**config.mk**
```make
export PLATFORM = sky130hd
export DESIGN_NAME = pc_unit_flat
export DESIGN_NICKNAME = d
export VERILOG_FILES = /design/src/rtl/pc_if.sv /design/src/rtl/pc_unit.sv /design/src/flat_wrapper.sv
export SDC_FILE = /design/constraint.sdc
export NUM_CORES = 1
export LEC_CHECK = 0
export ABC_AREA = 1
export ABC_CLOCK_PERIOD_IN_PS = 3230
export CAP_MARGIN = 30
export CORE_ASPECT_RATIO = 0.5
export CORE_UTILIZATION = 51
export CTS_CLUSTER_SIZE = 20
export DETAILED_ROUTE_END_ITERATION = 16
export GPL_TIMING_DRIVEN = 1
export PLACE_DENSITY = 0.89
export SLEW_MARGIN = 20
export SYNTH_ARGS = -nofsm -noshare
export SYNTH_HDL_FRONTEND = slang
export SYNTH_SLANG_ARGS = --single-unit
export TNS_END_PERCENT = 30
```
**constraint.sdc**
```tcl
create_clock -name clk -period 3.23 [get_ports clk]
set_input_delay 0.323 -clock clk [delete_from_list [all_inputs] [get_ports clk]]
set_output_delay 0.323 -clock clk [all_outputs]
set_load 0.05 [all_outputs]
```
**src/rtl/pc_if.sv**
```systemverilog
// Fetch-side bus of the program counter: D-stage redirect inputs from the pipeline, F-stage PC outputs back to it.
// There is no backpressure: d_valid qualifies the D-stage fields, and stall is the only way to hold the PC.
interface pc_if #(
  parameter int WIDTH = 32,
  parameter int CNT_W = 16
);
  logic             stall;
  logic             d_valid;
  logic [WIDTH-1:0] d_pc4;
  logic [25:0]      d_imm26;
  logic [1:0]       nsel;
  logic [2:0]       br_op;
  logic [WIDTH-1:0] rs_val;
  logic [WIDTH-1:0] rt_val;
  logic             exc_req;
  logic             eret;
  logic [WIDTH-1:0] epc;
  logic [WIDTH-1:0] pc;
  logic [WIDTH-1:0] pc4;
  logic             taken;
  logic             fetch_err;
  logic [CNT_W-1:0] redir_cnt;

  modport master (
    output stall, d_valid, d_pc4, d_imm26, nsel, br_op, rs_val, rt_val, exc_req, eret, epc,
    input  pc, pc4, taken, fetch_err, redir_cnt
  );

  modport slave (
    input  stall, d_valid, d_pc4, d_imm26, nsel, br_op, rs_val, rt_val, exc_req, eret, epc,
    output pc, pc4, taken, fetch_err, redir_cnt
  );
endinterface

```
**src/rtl/pc_unit.sv**
```systemverilog
// F-stage program counter with D-stage next-PC selection (branch/jump/jr with delay slot),
// exception vector, ERET return, stall hold, fetch-window check and saturating redirect counter.
module pc_unit #(
  parameter int                  WIDTH      = 32,
  parameter logic [WIDTH-1:0]    RESET_PC   = WIDTH'(32'h0000_3000),
  parameter logic [WIDTH-1:0]    EXC_VECTOR = WIDTH'(32'h0000_4180),
  parameter logic [WIDTH-1:0]    IMEM_BASE  = WIDTH'(32'h0000_3000),
  parameter int unsigned         IMEM_BYTES = 4096,
  parameter int                  CNT_W      = 16
) (
  input logic clk,
  input logic reset,
  pc_if.slave bus
);

  localparam logic [1:0] NSEL_SEQ = 2'd0;
  localparam logic [1:0] NSEL_BR  = 2'd1;
  localparam logic [1:0] NSEL_J   = 2'd2;
  localparam logic [1:0] NSEL_JR  = 2'd3;

  // One extra bit so the exclusive upper bound cannot wrap at the top of the address space.
  localparam logic [WIDTH:0] WIN_LO = {1'b0, IMEM_BASE};
  localparam logic [WIDTH:0] WIN_HI = WIN_LO + (WIDTH+1)'(IMEM_BYTES);

  logic [WIDTH-1:0] pc_q;
  logic [WIDTH-1:0] pc_d;
  logic [CNT_W-1:0] cnt_q;
  logic             redirect_load;

  logic [WIDTH-1:0] br_target;
  logic [WIDTH-1:0] j_target;
  logic [WIDTH-1:0] sel_target;
  logic             rs_neg;
  logic             rs_zero;
  logic             br_cond;
  logic             taken_c;

  assign br_target = bus.d_pc4 + {{(WIDTH-18){bus.d_imm26[15]}}, bus.d_imm26[15:0], 2'b00};
  assign j_target  = {bus.d_pc4[WIDTH-1:28], bus.d_imm26, 2'b00};

  assign rs_neg  = bus.rs_val[WIDTH-1];
  assign rs_zero = (bus.rs_val == '0);

  always_comb begin
    br_cond = 1'b0;
    case (bus.br_op)
      3'd0:    br_cond = (bus.rs_val == bus.rt_val);
      3'd1:    br_cond = (bus.rs_val != bus.rt_val);
      3'd2:    br_cond = rs_neg | rs_zero;
      3'd3:    br_cond = ~rs_neg & ~rs_zero;
      3'd4:    br_cond = rs_neg;
      3'd5:    br_cond = ~rs_neg;
      default: br_cond = 1'b0;
    endcase
  end

  always_comb begin
    taken_c    = 1'b0;
    sel_target = br_target;
    case (bus.nsel)
      NSEL_SEQ: taken_c = 1'b0;
      NSEL_BR:  taken_c = br_cond;
      NSEL_J: begin
        taken_c    = 1'b1;
        sel_target = j_target;
      end
      NSEL_JR: begin
        taken_c    = 1'b1;
        sel_target = bus.rs_val;
      end
      default:  taken_c = 1'b0;
    endcase
    taken_c = taken_c & bus.d_valid;
  end

  // Exception entry and return bypass stall; the delay slot is already fetched, so a redirect never squashes.
  always_comb begin
    pc_d          = pc_q + WIDTH'(4);
    redirect_load = 1'b0;
    if (bus.exc_req) begin
      pc_d = EXC_VECTOR;
    end else if (bus.eret) begin
      pc_d = bus.epc;
    end else if (bus.stall) begin
      pc_d = pc_q;
    end else if (taken_c) begin
      pc_d          = sel_target;
      redirect_load = 1'b1;
    end
  end

  always_ff @(posedge clk or posedge reset) begin
    if (reset) begin
      pc_q  <= RESET_PC;
      cnt_q <= '0;
    end else begin
      pc_q <= pc_d;
      if (redirect_load && (cnt_q != '1)) begin
        cnt_q <= cnt_q + CNT_W'(1);
      end
    end
  end

  assign bus.pc        = pc_q;
  assign bus.pc4       = pc_q + WIDTH'(4);
  assign bus.taken     = taken_c;
  assign bus.redir_cnt = cnt_q;
  assign bus.fetch_err = (pc_q[1:0] != 2'b00) || ({1'b0, pc_q} < WIN_LO) || ({1'b0, pc_q} >= WIN_HI);

endmodule

```
**src/flat_wrapper.sv**
```systemverilog
// flat-port wrapper written by rule: the top's interface ports become plain ports
module pc_unit_flat 
#(
  parameter int                  WIDTH      = 32,
  parameter logic [WIDTH-1:0]    RESET_PC   = WIDTH'(32'h0000_3000),
  parameter logic [WIDTH-1:0]    EXC_VECTOR = WIDTH'(32'h0000_4180),
  parameter logic [WIDTH-1:0]    IMEM_BASE  = WIDTH'(32'h0000_3000),
  parameter int unsigned         IMEM_BYTES = 4096,
  parameter int                  CNT_W      = 16
)
  (clk, reset, bus_stall, bus_d_valid, bus_d_pc4, bus_d_imm26, bus_nsel, bus_br_op, bus_rs_val, bus_rt_val, bus_exc_req, bus_eret, bus_epc, bus_pc, bus_pc4, bus_taken, bus_fetch_err, bus_redir_cnt);
  pc_if #(.WIDTH(WIDTH), .CNT_W(CNT_W)) bus_i ();
  input logic clk;
  input logic reset;
  input wire logic [$bits(bus_i.stall)-1:0] bus_stall;
  input wire logic [$bits(bus_i.d_valid)-1:0] bus_d_valid;
  input wire logic [$bits(bus_i.d_pc4)-1:0] bus_d_pc4;
  input wire logic [$bits(bus_i.d_imm26)-1:0] bus_d_imm26;
  input wire logic [$bits(bus_i.nsel)-1:0] bus_nsel;
  input wire logic [$bits(bus_i.br_op)-1:0] bus_br_op;
  input wire logic [$bits(bus_i.rs_val)-1:0] bus_rs_val;
  input wire logic [$bits(bus_i.rt_val)-1:0] bus_rt_val;
  input wire logic [$bits(bus_i.exc_req)-1:0] bus_exc_req;
  input wire logic [$bits(bus_i.eret)-1:0] bus_eret;
  input wire logic [$bits(bus_i.epc)-1:0] bus_epc;
  output wire logic [$bits(bus_i.pc)-1:0] bus_pc;
  output wire logic [$bits(bus_i.pc4)-1:0] bus_pc4;
  output wire logic [$bits(bus_i.taken)-1:0] bus_taken;
  output wire logic [$bits(bus_i.fetch_err)-1:0] bus_fetch_err;
  output wire logic [$bits(bus_i.redir_cnt)-1:0] bus_redir_cnt;
  assign bus_i.stall = bus_stall;
  assign bus_i.d_valid = bus_d_valid;
  assign bus_i.d_pc4 = bus_d_pc4;
  assign bus_i.d_imm26 = bus_d_imm26;
  assign bus_i.nsel = bus_nsel;
  assign bus_i.br_op = bus_br_op;
  assign bus_i.rs_val = bus_rs_val;
  assign bus_i.rt_val = bus_rt_val;
  assign bus_i.exc_req = bus_exc_req;
  assign bus_i.eret = bus_eret;
  assign bus_i.epc = bus_epc;
  assign bus_pc = bus_i.pc;
  assign bus_pc4 = bus_i.pc4;
  assign bus_taken = bus_i.taken;
  assign bus_fetch_err = bus_i.fetch_err;
  assign bus_redir_cnt = bus_i.redir_cnt;
  pc_unit #(.WIDTH(WIDTH), .RESET_PC(RESET_PC), .EXC_VECTOR(EXC_VECTOR), .IMEM_BASE(IMEM_BASE), .IMEM_BYTES(IMEM_BYTES), .CNT_W(CNT_W)) u_core (.clk(clk), .reset(reset), .bus(bus_i));
endmodule
```
======== Word level (Yosys, flattened, before mapping) ========
Index checks and enable logic that the tools add are counted.
storage, ports and cells
  register bits ........................... 48
  bits in latches ......................... 0
  RAM bits ................................ 0
  bits in read-only memories .............. 0
  memories ................................ 0
operators by class
  add/sub/neg operators ................... 3
  $mul .................................... 0
  divide/modulo/power cells ............... 0
  order comparisons ....................... 2
  eq/ne operators ......................... 12
  shift-type cells ........................ 0
  muxes and demuxes ....................... 11
  bitwise logic cells ..................... 5
  reductions and logical operators ........ 8
operators by type and width
  cell                                                                 number
  two-way mux 32 bit                                                   4
  case mux 32 bit (2 select lines)                                     1
  adder 32 x 3 -> 32 bit, second input constant                        1
  adder 32 bit                                                         1
  == test 32 bit                                                       1
  greater-or-equal comparator 32 x 15 -> 1 bit, second input constant  1
  zero test 32 bit                                                     1
  < comparator 32 x 14 -> 1 bit, second input constant                 1
  inequality test 32 bit                                               1
  adder 16 x 1 -> 16 bit, second input constant                        1
  inequality test 16 bit, second input constant                        1
  == test 3 x 2 -> 1 bit, second input constant                        2
  == test 3 bit, second input constant                                 2
  case mux 1 bit (6 select lines)                                      1
  == test 2 bit, second input constant                                 2
  two-way mux 1 bit                                                    4
  == test 3 x 1 -> 1 bit, second input constant                        1
  zero test 3 bit                                                      1
  inequality test 3 x 1 -> 1 bit, second input constant                1
  case mux 1 bit (3 select lines)                                      1
  AND 1 bit                                                            2
  == test 2 x 1 -> 1 bit, second input constant                        1
  zero test 2 bit                                                      1
  logical OR 1 bit                                                     2
  5 further kinds                                                      6

======== Depth between registers and ports, before layout ========
  depth after elaboration ................. 11
  depth in mapped cells ................... 20

======== Worst setup path before layout ========
OpenSTA, ideal clock, no wires.
  kind .................................... reg2reg
  start point ............................. register u_core.pc_q[3], in the netlist u_core.bus.pc[3]
  end point ............................... register u_core.pc_q[18], in the netlist u_core.bus.pc[18]
  setup time .............................. 66 ps
  arrival ................................. 2855 ps
  data required time ...................... 3164 ps
  slack ................................... 310 ps
  stages on the path, launching flop included .. 13
  buffers on the path ..................... 0
  cells stage by stage .................... dfrtp_1 -> ha_1 -> nand2_1 -> nor2_4 -> nand3_4 -> nor3_2 -> nand3_2 -> nor3_4 -> xor2_1 -> nand2_1 -> nand3_1 -> nand2_1 -> nand2_1
between the ends
  word-level cells in the longest chain between the ends .. 5
RTL lines
  what                    line                text
  start, declared         pc_unit.sv:25       logic [WIDTH-1:0] pc_q;
  start signal, assigned  pc_unit.sv:97       pc_q <= pc_d;
  adder 32 x 3 -> 32 bit  n/a
  via bus_pc4[18]         flat_wrapper.sv:27  output wire logic [$bits(bus_i.pc4)-1:0] bus_pc4;
  two-way mux 32 bit      pc_unit.sv:86       end else if (taken_c) begin
  two-way mux 32 bit      pc_unit.sv:84       end else if (bus.stall) begin
  two-way mux 32 bit      pc_unit.sv:82       end else if (bus.eret) begin
  two-way mux 32 bit      pc_unit.sv:80       if (bus.exc_req) begin
The timed path passes the listed nets, and every way through them passes these cells. The select of a mux whose other input is x is not followed.
A chain may end at the register's enable or synchronous reset.

======== Worst setup path in the final report ========
  start point ............................. register u_core.pc_q[12], in the netlist u_core.bus.pc[12]
  end point ............................... output bus_pc4[29]
between the ends
  word-level cells in the longest chain between the ends .. 1
RTL lines
  what                    line                text
  adder 32 x 3 -> 32 bit  pc_unit.sv:105      assign bus.pc4 = pc_q + WIDTH'(4);
  end, declared           flat_wrapper.sv:27
Every way passes these cells.

==> results.json <==
{
  "synth_warnings": 0,
  "die_x_um": 168,
  "slew_viol_final": 0,
  "drt-total-wl_mm": 28.8,
  "synthAdderAreaFrac_pct": 5.95,
  "core_area_um2": 13100,
  "fp.dieH_um": 85.2,
  "max_stage_delay_ns": 0.61,
  "hpwl_mm": 23.6,
  "num_vias": 9265,
  "cp_cell_sequence": "inv_1 -> nor3_2 -> nand2_1 -> nor2_1 -> inv_1 -> nor3_1 -> xor2_1 -> inv_1 -> dlygate4sd2_1",
  "ys_ff_latch": 48,
  "ys_seq_area_share_pct": 17.0,
  "antenna_found_initial": 0,
  "syn-cell-area_um2": 7060,
  "ant_nets": 0,
  "grt_pass1_wl_mm": 44.9,
  "yosys.cell_types.count": 52,
  "layout-drive-gt1-share_pct": 4.70,
  "critPathMaxFanout": 6,
  "crit_arrival_ns": 2.78,
  "syn_nets": 1412,
  "crit_type": "reg -> out",
  "status": "finished, final reports clean",
  "grt_usage_pct": 39.6,
  "skew_ns": 0.00560,
  "p_per_area_nw_per_um2": 334,
  "clock_latency_ns": 0.29,
  "start_util_pct": 54.1,
  "cts_root_buffer": "clkbuf_16",
  "synth.area.mux_share_pct": 0,
  "h-tree-depth": 2,
  "maxSlewHeadroom_pct": 45.0,
  "rsz0062_at_grt": "false",
  "cp_common_cell": "inv_1",
  "clock_path_buffers": 2,
  "wl_per_cell_um": 17.8,
  "synth_xor_area_share_pct": 9.02,
  "grt_max_degree": 34,
  "antennaDiodeCount": 0,
  "cap_violations": 0,
  "postSynthAreaPerCell_um2": 5.82,
  "dieArea_um2": 14300,
  "globalplace.congestion": 1.01,
  "fmax_ghz": 0.323,
  "synth-main-ff-cell": "dfrtp_1",
  "synthArstFlopShare_pct": 100,
  "area_growth_pct": 40.0,
  "overflow": 0,
  "ir_worst_vdd_mv": 0.200,
  "critical_path_required_ns": 2.91,
  "num_rows": 29,
  "synthSimpleGateAreaFrac_pct": 47.4,
  "synth_top_area_cell": "nand2_1",
  "vias_per_cell": 5.73,
  "fill_cells": 1065,
  "fin_tns_setup_ns": 0,
  "synth_edf_count": 0,
  "postSynthCellCount": 1214,
  "slowest_stage": "dfstp_2",
  "clkTransAtPathRegs_ns": 0.07,
  "cp_num_buf_inv": 4,
  "synth_commonest_cells": "nand2_1 (421), inv_1 (149), nand3_1 (139), nor2_1 (97), dfrtp_1 (46)",
  "placement.io_buffers": 246,
  "synth_top_area_share_pct": 22.4,
  "drc": 0,
  "numCtsBuffers": 5,
  "grt_pass1_vias": 8780,
  "drt-pass1-iter-count": 5,
  "cts_sinks": 48,
  "cp-start-kind": "flip-flop",
  "worstHoldPathType": "in -> async",
  "fin_crit_ns": 3.10,
  "setup_viol": 0,
  "yosysMostFrequentCell": "nand2_1",
  "synth_top_family_by_area": "simple AND/OR/NAND/NOR gates",
  "hold_buffers": 0,
  "power_leakage_nw": 4.91,
  "final_nets": 1644,
  "hold_viol_final": 0,
  "tightest_slew_ns": 0.819,
  "drtIter0Drc": 856,
  "end_kind": "primary output",
  "synthTopCellsByArea": "nand2_1 (22%), dfrtp_1 (16%), nand3_1 (9.9%)",
  "design_power_total_w": 0.00331,
  "path_delay_family": "buffers and inverters",
  "synth_compound_area_share_pct": 9.62,
  "cts_setup_buffers": 0,
  "cts_tree": "built",
  "fin_crit_sh_pct": 95.9,
  "io_pins": 247
}
[metrics by stage]
stage	instance area [um^2]	setup slack (ns)	utilization, %	hold WS, ns	cells
6_report	9890	0.132	75.7	0.417	1617
3_5_place_dp	9680	0.179	74.1	0.507	1608
3_3_place_gp	9660	0.183	73.9	0.509	1607
2_1_floorplan	7060	0.310	-	0.489	1214
5_1_grt	9890	0.0179	75.7	0.459	1617
4_1_cts	9860	0.00170	75.5	0.449	1616
[where the power goes]
group,total (W),internal (W),leakage [nW],switching (W)
Combinational,0.00182,0.000684,4.21,0.00113
Clock,0.000698,0.000447,0.0944,0.000251
Sequential,0.000793,0.000675,0.610,0.000119
[flip-flops by register name, indices dropped and copies added, names as in the netlist]
| signal | count |
|---|---|
| u_core.bus.redir_cnt | 16 |
| u_core.bus.pc | 32 |
[cells by family after synthesis]
group / Yosys count
compound gates: 114
xor+xnor: 71
fa+ha+maj: 33
buf+inv: 195
flops: 48
simple gates: 753
[routing by layer]
layer | part of all wire, % | track usage (%)
met1 | 40 | 49.3
met2 | 47 | 69.5
met3 | 9.5 | 6.62
met4 | 3.5 | 14.0
met5 | 0 | 0
[path summary, 6_finish.rpt]
kind                                   start                        to  slack (ns)  cells after the start
min reg2reg                u_core.bus.pc[13]         u_core.bus.pc[13]        0.52                      2
max in group asynchronous              reset         u_core.bus.pc[28]        2.27                      3
max reg2reg                u_core.bus.pc[12]         u_core.bus.pc[21]        0.86                     13
min in group clk           u_core.bus.pc[13]         u_core.bus.pc[13]        0.52                      2
max                        u_core.bus.pc[12]               bus_pc4[29]        0.13                      9
min                                    reset  u_core.bus.redir_cnt[13]        0.42                      2
[cell usage in the layout (no fill, tap or decap), drive strengths merged, types with 7 or more instances in the layout]
master         count
xnor2             41
clkdlybuf4s50    230
nand4             13
nand2            427
ha                32
nor4              13
xor2              30
buf               25
nor3              22
dfrtp             46
o22a               8
o21ai             35
nand3            142
nor2             100
o21bai             7
nand3b            23
inv              154
a21oi             44
[worst register-to-register path: stages (launching register included)]
cell and delay, ns:
dfstp_2 0.61, inv_1 0.10, nor3_2 0.25, nand2_1 0.08, nor2_1 0.25, inv_1 0.15
nor4_4 0.20, nand2_1 0.12, xor2_1 0.17, inv_1 0.08, nand2_1 0.07, nand3_1 0.07
nand2_1 0.07, nand2_1 0.05
[layout make-up]
type	count	area, um^2	share of cell area (%)
multi-input combinational	971	5080	51.4
clock buffer	5	125	1.27
timing repair buffer	265	2610	26.4
sequential	48	1200	12.2
inverter	155	584	5.91
clock inverter	3	68.8	0.696
tap	170	213	2.15
[repair_timing]
item	in CTS	in global routing
resized for setup	6	7
setup endpoints to repair	6	6
endpoints found under the hold margin	0	0
(Power assumes the default switching activity.)
